<file path="src/rtl/serv_state_pkg.sv">
// Shared types and constants for the W-bit-wide SERV state/sequencing block.
package serv_state_pkg;

  typedef enum logic [1:0] {
    IDLE = 2'd0,
    INIT = 2'd1,
    HOLD = 2'd2,
    RUN  = 2'd3
  } state_t;

  localparam int CNT_HIT_N   = 7;
  localparam int CNT_HIT_B0  = 0;
  localparam int CNT_HIT_B1  = 1;
  localparam int CNT_HIT_B2  = 2;
  localparam int CNT_HIT_B3  = 3;
  localparam int CNT_HIT_B7  = 4;
  localparam int CNT_HIT_B11 = 5;
  localparam int CNT_HIT_B12 = 6;

  // Bit position watched by each o_cnt_hit index.
  function automatic int hit_pos(input int k);
    case (k)
      CNT_HIT_B0:  return 0;
      CNT_HIT_B1:  return 1;
      CNT_HIT_B2:  return 2;
      CNT_HIT_B3:  return 3;
      CNT_HIT_B7:  return 7;
      CNT_HIT_B11: return 11;
      default:     return 12;
    endcase
  endfunction

  function automatic int beats(input int w);
    return 32 / w;
  endfunction

endpackage

</file>
<file path="src/rtl/serv_state_wide_cnt.sv">
// Beat counter for a W-bit datapath: bit index, run flag and position decodes.
// Honours i_cnt_stall when SERV_STATE_STALL_EN is defined.
module serv_cnt_w
  import serv_state_pkg::*;
#(
  parameter int W = 1
) (
  input  logic                 i_clk,
  input  logic                 i_rst_n,
  input  logic                 i_start,
`ifdef SERV_STATE_STALL_EN
  input  logic                 i_cnt_stall,
`endif
  output logic                 o_cnt_en,
  output logic [4:0]           o_cnt,
  output logic                 o_cnt_done,
  output logic [CNT_HIT_N-1:0] o_cnt_hit,
  output logic                 o_cnt0to3,
  output logic                 o_cnt12to31
);

  generate
    if (W != 1 && W != 2 && W != 4 && W != 8) begin : g_bad_w
      $error("serv_cnt_w: W must be 1, 2, 4 or 8");
    end
  endgenerate

  localparam int         NB   = beats(W);
  localparam logic [4:0] STEP = 5'(W);
  localparam logic [4:0] LAST = 5'((NB - 1) * W);

  logic [4:0] r_cnt;
  logic       r_cnt_en;
  logic       w_stall;
  logic       w_adv;

`ifdef SERV_STATE_STALL_EN
  assign w_stall = i_cnt_stall;
`else
  assign w_stall = 1'b0;
`endif

  assign w_adv = r_cnt_en & ~w_stall;

  // Counter wraps 32->0 by 5-bit overflow, so it is already 0 for the next stage.
  always_ff @(posedge i_clk or negedge i_rst_n) begin
    if (!i_rst_n) begin
      r_cnt    <= 5'd0;
      r_cnt_en <= 1'b0;
    end else if (i_start) begin
      r_cnt_en <= 1'b1;
    end else if (w_adv) begin
      r_cnt <= r_cnt + STEP;
      if (r_cnt == LAST) r_cnt_en <= 1'b0;
    end
  end

  assign o_cnt       = r_cnt;
  assign o_cnt_en    = r_cnt_en;
  assign o_cnt_done  = w_adv & (r_cnt == LAST);
  assign o_cnt0to3   = r_cnt_en & (r_cnt < 5'd4);
  assign o_cnt12to31 = r_cnt_en & (({1'b0, r_cnt} + 6'(W - 1)) >= 6'd12);

  generate
    for (genvar k = 0; k < CNT_HIT_N; k++) begin : g_hit
      localparam int P = hit_pos(k);
      assign o_cnt_hit[k] = w_adv & ({1'b0, r_cnt} <= 6'(P))
                                  & (6'(P) < ({1'b0, r_cnt} + 6'(W)));
    end
  endgenerate

endmodule

</file>
<file path="src/rtl/serv_state_wide.sv">
// Per-instruction sequencer FETCH -> [INIT] -> HOLD -> RUN for a W-bit datapath.
// Optional SERV_STATE_STALL_EN adds i_cnt_stall to pause counting stages.
module serv_state_wide
  import serv_state_pkg::*;
#(
  parameter int W        = 1,
  parameter bit WITH_CSR = 1'b1,
  parameter bit ALIGN    = 1'b0
) (
  input  logic       i_clk,
  input  logic       i_rst_n,
  input  logic       i_ibus_ack,
  output logic       o_ibus_cyc,
  output logic       o_rf_rreq,
  output logic       o_rf_wreq,
  input  logic       i_rf_ready,
  input  logic       i_two_stage_op,
  input  logic       i_branch_op,
  input  logic       i_cond_branch,
  input  logic       i_bne_or_bge,
  input  logic       i_dbus_en,
  input  logic       i_e_op,
  input  logic       i_alu_cmp,
  input  logic       i_ctrl_misalign,
  input  logic       i_mem_misalign,
  input  logic       i_new_irq,
`ifdef SERV_STATE_STALL_EN
  input  logic       i_cnt_stall,
`endif
  output logic       o_dbus_cyc,
  input  logic       i_dbus_ack,
  output logic       o_init,
  output logic       o_cnt_en,
  output logic [4:0] o_cnt,
  output logic       o_cnt_done,
  output logic [6:0] o_cnt_hit,
  output logic       o_cnt0to3,
  output logic       o_cnt12to31,
  output logic [1:0] o_mem_bytecnt,
  output logic       o_ctrl_pc_en,
  output logic       o_ctrl_jump,
  output logic       o_ctrl_trap,
  output logic       o_bufreg_en
);

  state_t r_state;
  logic   r_ibus_cyc, r_jump, r_trap, r_hold_first, r_dbus_done;
  logic   w_idle, w_hold, w_start, w_adv, w_take, w_trap_set, w_dbus_act, w_trap;

  assign w_idle  = (r_state == IDLE);
  assign w_hold  = (r_state == HOLD);
  assign w_start = i_rf_ready & (w_idle | w_hold) & ~o_cnt_en;

  serv_cnt_w #(.W(W)) u_cnt (
    .i_clk       (i_clk),
    .i_rst_n     (i_rst_n),
    .i_start     (w_start),
`ifdef SERV_STATE_STALL_EN
    .i_cnt_stall (i_cnt_stall),
`endif
    .o_cnt_en    (o_cnt_en),
    .o_cnt       (o_cnt),
    .o_cnt_done  (o_cnt_done),
    .o_cnt_hit   (o_cnt_hit),
    .o_cnt0to3   (o_cnt0to3),
    .o_cnt12to31 (o_cnt12to31)
  );

`ifdef SERV_STATE_STALL_EN
  assign w_adv = o_cnt_en & ~i_cnt_stall;
`else
  assign w_adv = o_cnt_en;
`endif

  assign w_take     = i_branch_op & (~i_cond_branch | (i_alu_cmp ^ i_bne_or_bge));
  assign w_trap_set = WITH_CSR & ((w_take & i_ctrl_misalign & ~ALIGN) |
                                  (i_dbus_en & i_mem_misalign));
  assign w_dbus_act = w_hold & ~r_trap & i_dbus_en;

  always_ff @(posedge i_clk or negedge i_rst_n) begin
    if (!i_rst_n) begin
      r_state      <= IDLE;
      r_ibus_cyc   <= 1'b1;
      r_jump       <= 1'b0;
      r_trap       <= 1'b0;
      r_hold_first <= 1'b0;
      r_dbus_done  <= 1'b0;
    end else begin
      r_hold_first <= 1'b0;
      case (r_state)
        IDLE: begin
          if (i_ibus_ack) begin
            r_ibus_cyc <= 1'b0;
            r_jump     <= 1'b0;
            r_trap     <= 1'b0;
          end
          // A pending irq skips INIT so the trap runs straight away.
          if (w_start) r_state <= (i_two_stage_op & ~i_new_irq) ? INIT : RUN;
        end
        INIT: if (o_cnt_done) begin
          r_jump       <= w_take;
          r_trap       <= w_trap_set;
          r_hold_first <= 1'b1;
          r_dbus_done  <= 1'b0;
          r_state      <= HOLD;
        end
        HOLD: begin
          if (w_dbus_act & i_dbus_ack) r_dbus_done <= 1'b1;
          if (w_start) r_state <= RUN;
        end
        RUN: if (o_cnt_done) begin
          r_ibus_cyc <= 1'b1;
          r_state    <= IDLE;
        end
        default: r_state <= IDLE;
      endcase
    end
  end

  assign w_trap        = WITH_CSR & (i_e_op | i_new_irq | r_trap);
  assign o_ctrl_trap   = w_trap;
  assign o_ibus_cyc    = r_ibus_cyc & i_rst_n;
  assign o_rf_rreq     = (w_idle & i_ibus_ack) | (w_hold & r_hold_first & r_trap);
  assign o_rf_wreq     = w_hold & ~r_trap &
                         ((r_hold_first & ~i_dbus_en) | (i_dbus_en & i_dbus_ack & ~r_dbus_done));
  assign o_dbus_cyc    = w_dbus_act & ~r_dbus_done;
  assign o_init        = (r_state == INIT);
  assign o_ctrl_pc_en  = (r_state == RUN) & w_adv;
  assign o_bufreg_en   = (o_init & w_adv) |
                         ((r_state == RUN) & w_adv & i_two_stage_op & (w_trap | i_branch_op));
  assign o_ctrl_jump   = r_jump;
  assign o_mem_bytecnt = o_cnt[4:3];

endmodule

</file>
<file path="config.mk">
export PLATFORM = sky130hd
export DESIGN_NAME = serv_state_wide
export DESIGN_NICKNAME = d
export VERILOG_FILES = /design/src/rtl/serv_state_pkg.sv /design/src/rtl/serv_state_wide_cnt.sv /design/src/rtl/serv_state_wide.sv
export SDC_FILE = /design/constraint.sdc
export NUM_CORES = 1
export LEC_CHECK = 0
export ABC_AREA = 0
export ABC_CLOCK_PERIOD_IN_PS = 5650
export BUFFER_PORTS_ARGS = -buffer_cell sky130_fd_sc_hd__buf_4
export CAP_MARGIN = 20
export CORE_MARGIN = 2
export CORE_UTILIZATION = 25
export DETAILED_ROUTE_END_ITERATION = 7
export HOLD_SLACK_MARGIN = 0.08
export PLACE_DENSITY = 0.56
export SLEW_MARGIN = 0
export SYNTH_ARGS = -nofsm -noshare
export SYNTH_HDL_FRONTEND = slang
export SYNTH_SLANG_ARGS = --single-unit
export TNS_END_PERCENT = 1
</file>
<file path="constraint.sdc">
create_clock -name i_clk -period 5.65 [get_ports i_clk]
set_input_delay 1.13 -clock i_clk [delete_from_list [all_inputs] [get_ports i_clk]]
set_output_delay 1.13 -clock i_clk [all_outputs]
set_load 0.1 [all_outputs]
</file>
==> impl_metrics.py, run 1 <==
metrics = {
    "floorplanning": {
        "dieWidth_um": 71.6,
        "total_number_of_placement_rows": 24,
        "placeableCoreArea_mm2": 0.00438,
        "initial_utilization": 0.260,
        "floorplan.die_area_mm2": 0.00512,
        "boundaryPins": 42,
        "fp.dieH_um": 71.6,
    },
    "cts": {
        "cts_made_buffers": 3,
        "clk_transition_reported_paths_ns": 0.06,
        "clock-root-buffer": "sky130_fd_sc_hd__clkbuf_8",
        "tritoncts": "yes",
        "count_of_h_tree_levels_built_during_cts": 1,
        "count_of_cells_resized_by_post_cts_repair": 0,
        "post_cts_hold_buffer_count": 0,
        "cts_sinks": 13,
        "cts_buffer_depth": 2,
        "worstSkewPairLatency_ns": 0.24,
        "post_cts_setup_bufs": 0,
    },
    "global_routing": {
        "gr-total-overflow": 0,
        "grt_pass1_wl_mm": 4.64,
        "met2_usage": 0.173,
        "gr-usage-met1": 0.156,
        "global_route.usage.total": 0.110,
        "grt_start_max_net_pins": 17,
        "first_global_vias": 994,
        "antenna_violations_before_repair": 0,
        "global_route.usage.met3": 0.0225,
        "busiest_layer": "met2",
    },
    "critical_path": {
        "crit_start": "u_cnt.o_cnt[0]$_DFFE_PN0P_",
        "endpoint": "o_cnt_hit[1]",
        "cp_slowest_cell": "sky130_fd_sc_hd__dfrtp_1",
        "reg2regPathDepth": 7,
        "most_numerous_cell_on_the_critical_path": "sky130_fd_sc_hd__ha_1",
        "setup.reg_to_reg.worst_slack_ns": 3.36,
        "crit_chain": "ha_1 > and3_1 > ha_1 > nor3_1 > o21ai_1 > o221a_2 > buf_4",
        "crit_arrival_ns": 2.56,
        "crit_path_launch_type": "register",
        "criticalPathCategory": "reg -> out",
        "worst-path-stages": 7,
        "critPathCaptureType": "output pin",
        "worst_stage_delay_on_the_critical_path_ns": 0.63,
        "cp_top_family": "adder cells",
        "worstReg2RegEnd": "r_state[0]$_DFFE_PN0P_",
        "cp.buffers_inverters": 1,
        "data_required_time_of_the_critical_path_ns": 4.52,
        "reg2reg_from": "u_cnt.o_cnt[0]$_DFFE_PN0P_",
        "path_max_fanout": 12,
    },
    "drt": {
        "drt-vias-per-instance": 4.94,
        "routed-via-count": 1042,
        "total_routed_length_mm": 2.86,
        "remaining_drc_errors": 0,
        "avgRoutedWirePerCell_um": 13.5,
        "ant_nets": 0,
        "drt_iter0_markers": 98,
        "drtPass1Iterations": 4,
    },
    "logic_synthesis": {
        "synth_sequential_area_ratio": 0.286,
        "commonest_cells_in_the_netlist": "sky130_fd_sc_hd__dfrtp_1, sky130_fd_sc_hd__ha_1, sky130_fd_sc_hd__nand2_1, sky130_fd_sc_hd__inv_1, sky130_fd_sc_hd__nor2_1",
        "mappedNetlistNets": 148,
        "yosys.cell_count.top_type": "sky130_fd_sc_hd__dfrtp_1",
        "dominantRegCellSynth": "sky130_fd_sc_hd__dfrtp_1",
        "synth_cells": 123,
        "yosys.area.top_type": "sky130_fd_sc_hd__dfrtp_1",
        "synth_area_mm2": 0.00114,
        "syn_avg_cell_area_um2": 9.28,
        "ys_async_sr_fraction": 1.00,
        "synth_area_leaders": "sky130_fd_sc_hd__dfrtp_1, sky130_fd_sc_hd__ha_1, sky130_fd_sc_hd__mux2i_1, sky130_fd_sc_hd__nor2b_1, sky130_fd_sc_hd__xnor2_1",
        "ys_seq_elements": 13,
        "ys_warn_count": 0,
        "yosysTopAreaCellShare": 0.263,
        "edff_count_synth": 0,
        "synth_cell_types": 50,
    },
    "timing": {
        "slew_headroom": 0.671,
        "slew_violations": 0,
        "final.setup.tns_ns": 0,
        "fmaxAchievable_mhz": 271,
        "layout_worst_path_cycle_share": 0.654,
        "timing.final.hold_violations": 0,
        "worst-slew-pin-transition_ns": 0.493,
        "timing.final.ws_setup_ns": 1.96,
        "period_needed_ns": 3.69,
        "finalSetupViolCount": 0,
        "setup_repair_after_global_routing_missed_its_margin": "no",
        "finClkSkew_ns": 0.00233,
    },
    "placement": {
        "post-dp-hpwl_mm": 2.14,
        "final_weighted_congestion_in_routability_driven_placement": 0.825,
        "number_of_buffers_inserted_by_port_buffering": 41,
        "numPlacedInstances": 207,
        "worst_setup_slack_post_dpl_ns": 2.23,
    },
    "flow_run": {
        "max-cap-violations": 0,
    },
    "hold_path": {
        "worst_hold_path_type": "reg -> reg",
    },
    "finish": {
        "multi_input_area_um2": 717,
        "layout.core_utilization": 0.339,
        "final-instance-count-excl-fill": 211,
        "antenna-diode-count": 0,
        "drive_above_1_share": 0.333,
        "final_net_count": 185,
        "fillers": 462,
        "ff_latch_area_um2": 327,
        "area.growth.synth_to_final_pct": 30.4,
    },
    "status": {
        "result_of_the_run": "finished, final reports clean",
    },
}
==> logic make-up after synthesis <==
group | count (synthesis) | share of synthesized area
muxes | 7 | 0.0625
xor gates and xnor gates | 5 | 0.0384
and+or+nand+nor | 42 | 0.225
adders and majority gates | 10 | 0.110
buffers and inverters | 16 | 0.0855
DFF | 13 | 0.286
AOI/OAI and AO/OA | 30 | 0.193
==> registers in the layout, indices dropped and copies added, names as in the netlist <==
| name | cells |
|---|---|
| r_ibus_cyc | 1 |
| o_ctrl_jump | 1 |
| r_trap | 1 |
| u_cnt.o_cnt_en | 1 |
| r_dbus_done | 1 |
| r_state | 2 |
| u_cnt.o_cnt | 5 |
| r_hold_first | 1 |
==> routing by layer <==
layer  vias up  share of wire
met5         -              0
met4         0         0.0035
met3         2          0.087
met2        43           0.44
met1       486           0.47
li1        511              -
==> worst min path at each step <==
stage,start,slack (ns),depth (start not counted),end
after floorplan,r_ibus_cyc$_DFFE_PN1P_,0.50,2,r_ibus_cyc$_DFFE_PN1P_
after global placement,r_ibus_cyc$_DFFE_PN1P_,0.52,2,r_ibus_cyc$_DFFE_PN1P_
after detailed placement,r_ibus_cyc$_DFFE_PN1P_,0.53,2,r_ibus_cyc$_DFFE_PN1P_
after CTS,r_ibus_cyc$_DFFE_PN1P_,0.54,2,r_ibus_cyc$_DFFE_PN1P_
after global routing,r_ibus_cyc$_DFFE_PN1P_,0.56,2,r_ibus_cyc$_DFFE_PN1P_
final,r_ibus_cyc$_DFFE_PN1P_,0.53,2,r_ibus_cyc$_DFFE_PN1P_
==> cell usage in the layout, fill, tap and decap left out, drive strengths merged, types with 5 or more instances in the layout <==
| cell | netlist | final |
|---|---|---|
| nor2b | 6 | 6 |
| o21ai | 5 | 5 |
| mux2i | 6 | 6 |
| dfrtp | 12 | 12 |
| inv | 7 | 7 |
| nor2 | 7 | 7 |
| buf | 7 | 41 |
| nand2 | 9 | 9 |
| ha | 10 | 10 |
==> final cells by class <==
cell class | instances | share of cell area
flip-flops and latches | 13 | 0.220
repair buffers | 41 | 0.207
clock buffers | 4 | 0.0303
well taps | 52 | 0.0437
multi-input cells | 94 | 0.482
inverters | 7 | 0.0177
==> stage by stage <==
step	hold WS [ns]	cell area, µm²
finish	0.534	1490
global route	0.558	1490
CTS	0.539	1490
global placement	0.519	1440
detailed placement	0.531	1440
floorplan	0.502	1140
==> worst reg2reg max path: stages, from the launching register on <==
cell                        delay (ns)
sky130_fd_sc_hd__dfrtp_1          0.63
sky130_fd_sc_hd__ha_1             0.36
sky130_fd_sc_hd__and3_1           0.19
sky130_fd_sc_hd__ha_1             0.17
sky130_fd_sc_hd__nand2_1          0.17
sky130_fd_sc_hd__a21boi_1         0.24
sky130_fd_sc_hd__a2bb2oi_2        0.21
sky130_fd_sc_hd__mux2i_1          0.23
Power of run 1 is left out: the tool's default activity adds up to more than one toggle a clock period on the data nets, which glitch-free logic cannot reach.
==> run 2: changes to the inputs <==
--- a/config.mk
+++ b/config.mk
@@ -5,8 +5,8 @@
 export SDC_FILE = /design/constraint.sdc
 export NUM_CORES = 1
 export LEC_CHECK = 0
-export ABC_AREA = 0
-export ABC_CLOCK_PERIOD_IN_PS = 5650
+export ABC_AREA = 1
+export ABC_CLOCK_PERIOD_IN_PS = 3800
 export BUFFER_PORTS_ARGS = -buffer_cell sky130_fd_sc_hd__buf_4
 export CAP_MARGIN = 20
 export CORE_MARGIN = 2
==> constraint.sdc (replaced) <==
create_clock -name i_clk -period 3.8 [get_ports i_clk]
set_input_delay 0.76 -clock i_clk [delete_from_list [all_inputs] [get_ports i_clk]]
set_output_delay 0.76 -clock i_clk [all_outputs]
set_load 0.1 [all_outputs]
==> run 2 against run 1 <==
Critical path depth increased by 2. Final area increased by 3.0%. Highest routed layer unchanged. Largest cell class unchanged. Wire length decreased by 2.6%.
==> impl_metrics.py, run 2 <==
metrics = {
    "status": {
        "result_of_the_run": "finished, final reports clean",
    },
    "floorplanning": {
        "boundaryPins": 42,
        "initial_utilization": 0.260,
        "placeableCoreArea_mm2": 0.00438,
        "total_number_of_placement_rows": 24,
        "dieWidth_um": 71.6,
        "floorplan.die_area_mm2": 0.00512,
        "fp.dieH_um": 71.6,
    },
    "placement": {
        "post-dp-hpwl_mm": 2.31,
        "final_weighted_congestion_in_routability_driven_placement": 0.830,
        "number_of_buffers_inserted_by_port_buffering": 41,
        "detailed_place.area_mm2": 0.00149,
    },
    "critical_path": {
        "path_max_fanout": 8,
        "data_required_time_of_the_critical_path_ns": 3.04,
        "critPathCaptureType": "output pin",
        "crit_path_launch_type": "register",
        "criticalPathCategory": "reg -> out",
        "crit_arrival_ns": 2.18,
    },
    "logic_synthesis": {
        "syn_avg_cell_area_um2": 6.96,
        "ys_warn_count": 0,
        "synth_cells": 164,
        "yosys.area.top_type": "sky130_fd_sc_hd__dfrtp_1",
        "mappedNetlistNets": 189,
        "commonest_cells_in_the_netlist": "sky130_fd_sc_hd__nand2_1, sky130_fd_sc_hd__inv_1, sky130_fd_sc_hd__nor2_1, sky130_fd_sc_hd__dfrtp_1, sky130_fd_sc_hd__ha_1",
        "yosys.cell_count.top_type": "sky130_fd_sc_hd__nand2_1",
        "ys_seq_elements": 13,
        "edff_count_synth": 0,
        "synth_cell_types": 29,
        "ys_async_sr_fraction": 1.00,
        "synth_area_mm2": 0.00114,
        "yosysTopAreaCellShare": 0.263,
        "dominantRegCellSynth": "sky130_fd_sc_hd__dfrtp_1",
        "synth_sequential_area_ratio": 0.286,
        "synth_area_leaders": "sky130_fd_sc_hd__dfrtp_1, sky130_fd_sc_hd__nand2_1, sky130_fd_sc_hd__ha_1, sky130_fd_sc_hd__inv_1, sky130_fd_sc_hd__nor2_1",
    },
    "timing": {
        "finalSetupViolCount": 0,
        "slew_headroom": 0.638,
        "fmaxAchievable_mhz": 341,
        "setup_repair_after_global_routing_missed_its_margin": "no",
        "timing.final.hold_violations": 0,
        "finClkSkew_ns": 0.00212,
        "layout_worst_path_cycle_share": 0.773,
        "slew_violations": 0,
        "period_needed_ns": 2.94,
        "worst-slew-pin-transition_ns": 0.543,
    },
    "global_routing": {
        "antenna_violations_before_repair": 0,
        "gr-total-overflow": 0,
        "first_global_vias": 1074,
        "grt_start_max_net_pins": 15,
        "global_route.usage.total": 0.118,
        "grt_pass1_wl_mm": 4.82,
    },
    "drt": {
        "avgRoutedWirePerCell_um": 10.8,
        "drtPass1Iterations": 4,
        "ant_nets": 0,
        "total_routed_length_mm": 2.79,
        "drt-vias-per-instance": 4.43,
        "top_layer": "met4",
        "drt_iter0_markers": 61,
        "met3_length_um": 115,
        "wl_met1_mm": 1.29,
        "routed-via-count": 1142,
        "remaining_drc_errors": 0,
        "met2_wirelength_mm": 1.33,
    },
    "finish": {
        "final_cell_area_mm2": 0.00153,
        "ff_latch_area_um2": 327,
        "largest_register_ffs": 5,
        "fillers": 491,
        "most_common_cell_after_layout_fill_and_taps_aside": "sky130_fd_sc_hd__buf_4",
        "final_net_count": 232,
        "multi_input_area_um2": 664,
        "area.growth.synth_to_final_pct": 34.3,
        "antenna-diode-count": 0,
        "layout.cells.most_common_list": "sky130_fd_sc_hd__buf_4, sky130_fd_sc_hd__nand2_1, sky130_fd_sc_hd__inv_1",
        "drive_above_1_share": 0.335,
    },
    "cts": {
        "tritoncts": "yes",
        "post_cts_hold_buffer_count": 0,
        "post_cts_setup_bufs": 0,
        "clk_transition_reported_paths_ns": 0.06,
        "cts_made_buffers": 3,
        "clock-root-buffer": "sky130_fd_sc_hd__clkbuf_8",
        "cts_sinks": 13,
        "worstSkewPairLatency_ns": 0.25,
        "count_of_cells_resized_by_post_cts_repair": 0,
        "cts_buffer_depth": 2,
        "count_of_h_tree_levels_built_during_cts": 1,
    },
    "hold_path": {
        "worst_hold_path_type": "in -> async",
    },
    "flow_run": {
        "max-cap-violations": 0,
    },
}
## run 2: cell count changes after synthesis, sizes merged, moves of 4 or more
cell | before | now
nand3 | 3 | 8
nor2b | 6 | 0
buf | 7 | 3
mux2i | 6 | 0
a31oi | 4 | 0
nand2 | 9 | 49
a21oi | 4 | 9
xnor2 | 4 | 0
nor2 | 7 | 22
inv | 7 | 28
## run 2: through the flow
step	hold slack (ns)	TNS, ns	utilization	setup WS (ns)	instances
floorplan	0.464	-0.388	-	-0.198	164
CTS	0.359	0	0.350	0.842	258
detailed placement	0.485	0	0.339	1.12	254
finish	0.346	0	0.350	0.864	258
global route	0.361	0	0.350	0.640	258
global placement	0.468	0	0.339	1.16	254
## run 2: path summary, 6_finish.rpt
check | slack, ns | to | from | depth (start not counted)
worst max-delay path | 0.86 | o_cnt_hit[2] | u_cnt.o_cnt[0]$_DFFE_PN0P_ | 9
worst min-delay path | 0.35 | o_ctrl_jump$_DFFE_PN0P_ | i_rst_n | 1
worst max register to register | 1.98 | r_trap$_DFFE_PN0P_ | u_cnt.o_cnt[0]$_DFFE_PN0P_ | 9
worst min register to register | 0.49 | o_ctrl_jump$_DFFE_PN0P_ | o_ctrl_jump$_DFFE_PN0P_ | 2
max in group asynchronous | 3.21 | r_ibus_cyc$_DFFE_PN1P_ | i_rst_n | 1
min in group i_clk | 0.49 | o_ctrl_jump$_DFFE_PN0P_ | o_ctrl_jump$_DFFE_PN0P_ | 2
## run 2: logic make-up after synthesis
kind of cell | Yosys count | synth area share
XOR/XNOR | 1 | 0.00768
flip-flops | 13 | 0.286
buffers and inverters | 34 | 0.132
adder cells (fa/ha/maj) | 10 | 0.110
AO/OA/AOI/OAI | 21 | 0.102
AND/OR/NAND/NOR | 85 | 0.363
## run 2: area by class of cell
type                            instances  area share
Clock buffer                            4      0.0294
Inverter                               31      0.0808
Multi-Input combinational cell        117       0.433
Sequential cell                        13       0.213
Tap cell                               52      0.0424
Timing Repair Buffer                   41       0.201
## run 2: critical path: stages (launching register included)
cell and delay, ns:
sky130_fd_sc_hd__dfrtp_1 0.53, sky130_fd_sc_hd__ha_1 0.27, sky130_fd_sc_hd__inv_1 0.07, sky130_fd_sc_hd__nor2_1 0.10, sky130_fd_sc_hd__ha_1 0.26, sky130_fd_sc_hd__nor2_2 0.24
sky130_fd_sc_hd__nand3_2 0.11, sky130_fd_sc_hd__nand2_1 0.08, sky130_fd_sc_hd__nand2_1 0.04, sky130_fd_sc_hd__buf_4 0.22
## run 2: metal layers
layer,track usage,up-vias
li1,-,596
met5,0,-
met3,0.0197,4
met1,0.153,518
met2,0.195,24
met4,0.0440,0
Power of run 2 is left out for the same reason.
==> run 3: changes to the inputs <==
--- a/config.mk
+++ b/config.mk
@@ -5,8 +5,8 @@
 export SDC_FILE = /design/constraint.sdc
 export NUM_CORES = 1
 export LEC_CHECK = 0
-export ABC_AREA = 1
-export ABC_CLOCK_PERIOD_IN_PS = 3800
+export ABC_AREA = 0
+export ABC_CLOCK_PERIOD_IN_PS = 3000
 export BUFFER_PORTS_ARGS = -buffer_cell sky130_fd_sc_hd__buf_4
 export CAP_MARGIN = 20
 export CORE_MARGIN = 2
==> constraint.sdc (replaced) <==
create_clock -name i_clk -period 3 [get_ports i_clk]
set_input_delay 0.6 -clock i_clk [delete_from_list [all_inputs] [get_ports i_clk]]
set_output_delay 0.6 -clock i_clk [all_outputs]
set_load 0.1 [all_outputs]
==> run 3 against run 2 <==
Wire length grew 8.4%. Non-clock buffer count grew 5. Critical path depth shrank 2. Die area is the same. Clock-buffer cell count is the same. Setup slack lost 0.74 ns. First-iteration DRC count grew 26%. Largest cell class unchanged.
==> impl_metrics.py, run 3 (synthesis results as in run 1) <==
metrics = {
    "status": {
        "result_of_the_run": "finished, final reports clean",
    },
    "critical_path": {
        "critPathCaptureType": "output pin",
        "crit_arrival_ns": 2.28,
        "worstReg2RegEnd": "o_ctrl_jump$_DFFE_PN0P_",
        "path_max_fanout": 7,
        "data_required_time_of_the_critical_path_ns": 2.40,
        "reg2reg_from": "u_cnt.o_cnt[0]$_DFFE_PN0P_",
        "criticalPathCategory": "reg -> out",
        "crit_path_launch_type": "register",
        "setup.reg_to_reg.worst_slack_ns": 1.04,
        "reg2regPathDepth": 8,
    },
    "global_routing": {
        "first_global_vias": 1099,
        "grt_start_max_net_pins": 16,
        "grt_pass1_wl_mm": 4.98,
        "gr-total-overflow": 0,
        "antenna_violations_before_repair": 0,
        "global_route.usage.total": 0.120,
    },
    "placement": {
        "numPlacedInstances": 212,
        "post-dp-hpwl_mm": 2.39,
        "final_weighted_congestion_in_routability_driven_placement": 0.861,
        "number_of_buffers_inserted_by_port_buffering": 41,
    },
    "finish": {
        "antenna-diode-count": 0,
        "most_common_cell_after_layout_fill_and_taps_aside": "sky130_fd_sc_hd__buf_4",
        "largest_register_ffs": 5,
        "area.growth.synth_to_final_pct": 37.5,
        "layout.cells.most_common_list": "sky130_fd_sc_hd__buf_4, sky130_fd_sc_hd__dfrtp_1, sky130_fd_sc_hd__ha_1",
        "final_net_count": 190,
        "drive_above_1_share": 0.409,
        "final-instance-count-excl-fill": 216,
    },
    "timing": {
        "timing.final.hold_violations": 0,
        "slew_headroom": 0.704,
        "final.hold.worst_slack_ns": 0.195,
        "period_needed_ns": 2.88,
        "layout_worst_path_cycle_share": 0.959,
        "worst-slew-pin-transition_ns": 0.444,
        "fmaxAchievable_mhz": 348,
        "finalSetupViolCount": 0,
        "setup_repair_after_global_routing_missed_its_margin": "no",
        "slew_violations": 0,
        "finClkSkew_ns": 0.00206,
    },
    "cts": {
        "post_cts_setup_bufs": 0,
        "count_of_h_tree_levels_built_during_cts": 1,
        "clk_transition_reported_paths_ns": 0.05,
        "tritoncts": "yes",
        "cts_made_buffers": 3,
        "clock-root-buffer": "sky130_fd_sc_hd__clkbuf_8",
        "cts_sinks": 13,
        "cts_buffer_depth": 2,
        "worstSkewPairLatency_ns": 0.24,
        "count_of_cells_resized_by_post_cts_repair": 0,
        "post_cts_hold_buffer_count": 0,
    },
    "drt": {
        "drt-vias-per-instance": 4.99,
        "ant_nets": 0,
        "avgRoutedWirePerCell_um": 14.0,
        "total_routed_length_mm": 3.02,
        "remaining_drc_errors": 0,
        "drt_iter0_markers": 77,
        "routed-via-count": 1078,
        "drtPass1Iterations": 4,
    },
    "floorplanning": {
        "floorplan.die_area_mm2": 0.00512,
        "fp.dieH_um": 71.6,
        "initial_utilization": 0.260,
        "total_number_of_placement_rows": 24,
        "boundaryPins": 42,
        "placeableCoreArea_mm2": 0.00438,
        "dieWidth_um": 71.6,
    },
    "flow_run": {
        "max-cap-violations": 0,
    },
    "hold_path": {
        "worst_hold_path_type": "in -> async",
    },
}
## run 3: changes by cell type in the layout (fill, tap and decap cells not counted), sizes merged, moves of 6 or more
cell | before | now
inv | 28 | 7
mux2i | 0 | 6
nand2 | 49 | 9
nor2 | 22 | 7
nor2b | 0 | 6
## run 3: metal layers
metal | share of wire | global-route usage | vias up | wire length (µm)
li1 | - | - | 523 | -
met1 | 0.42 | 0.147 | 510 | 1280
met2 | 0.50 | 0.212 | 40 | 1510
met3 | 0.068 | 0.0211 | 5 | 204
met4 | 0.012 | 0.0398 | 0 | 35
met5 | 0 | 0 | - | 0
## run 3: worst max-delay path by stage
stage                                    start            to  depth (start not counted)
floorplan           u_cnt.o_cnt[4]$_DFFE_PN0P_  o_cnt_hit[0]                          3
global placement    u_cnt.o_cnt[0]$_DFFE_PN0P_  o_cnt_hit[1]                          7
detailed placement  u_cnt.o_cnt[0]$_DFFE_PN0P_  o_cnt_hit[1]                          7
CTS                 u_cnt.o_cnt[0]$_DFFE_PN0P_  o_cnt_hit[1]                          7
global route        u_cnt.o_cnt[0]$_DFFE_PN0P_  o_cnt_hit[1]                          7
finish              u_cnt.o_cnt[0]$_DFFE_PN0P_  o_cnt_hit[1]                          7
## run 3: final cells by class
cell class,count,area (µm²)
inverter,7,26.3
fill,468,2820
timing repair buffer,46,345
clock buffer,4,45.0
sequential,13,328
multi-input combinational,94,759
tap,52,65.1
## run 3: through the flow
stage | util | instance area, µm² | setup slack, ns | setup TNS [ns]
2_1_floorplan | - | 1180 | -0.512 | -3.62
3_5_place_dp | 0.348 | 1520 | 0.396 | 0
3_3_place_gp | 0.348 | 1520 | 0.443 | 0
5_1_grt | 0.358 | 1570 | 0.0196 | 0
4_1_cts | 0.358 | 1570 | 0.135 | 0
6_report | 0.358 | 1570 | 0.122 | 0
## run 3: critical path: stages, from the launching register on
cell                      delay, ns
sky130_fd_sc_hd__dfrtp_1       0.38
sky130_fd_sc_hd__ha_1          0.27
sky130_fd_sc_hd__and3_1        0.17
sky130_fd_sc_hd__ha_1          0.36
sky130_fd_sc_hd__nor3_1        0.21
sky130_fd_sc_hd__o21ai_1       0.14
sky130_fd_sc_hd__o221a_2       0.28
sky130_fd_sc_hd__buf_4         0.23
Power of run 3 is left out for the same reason.
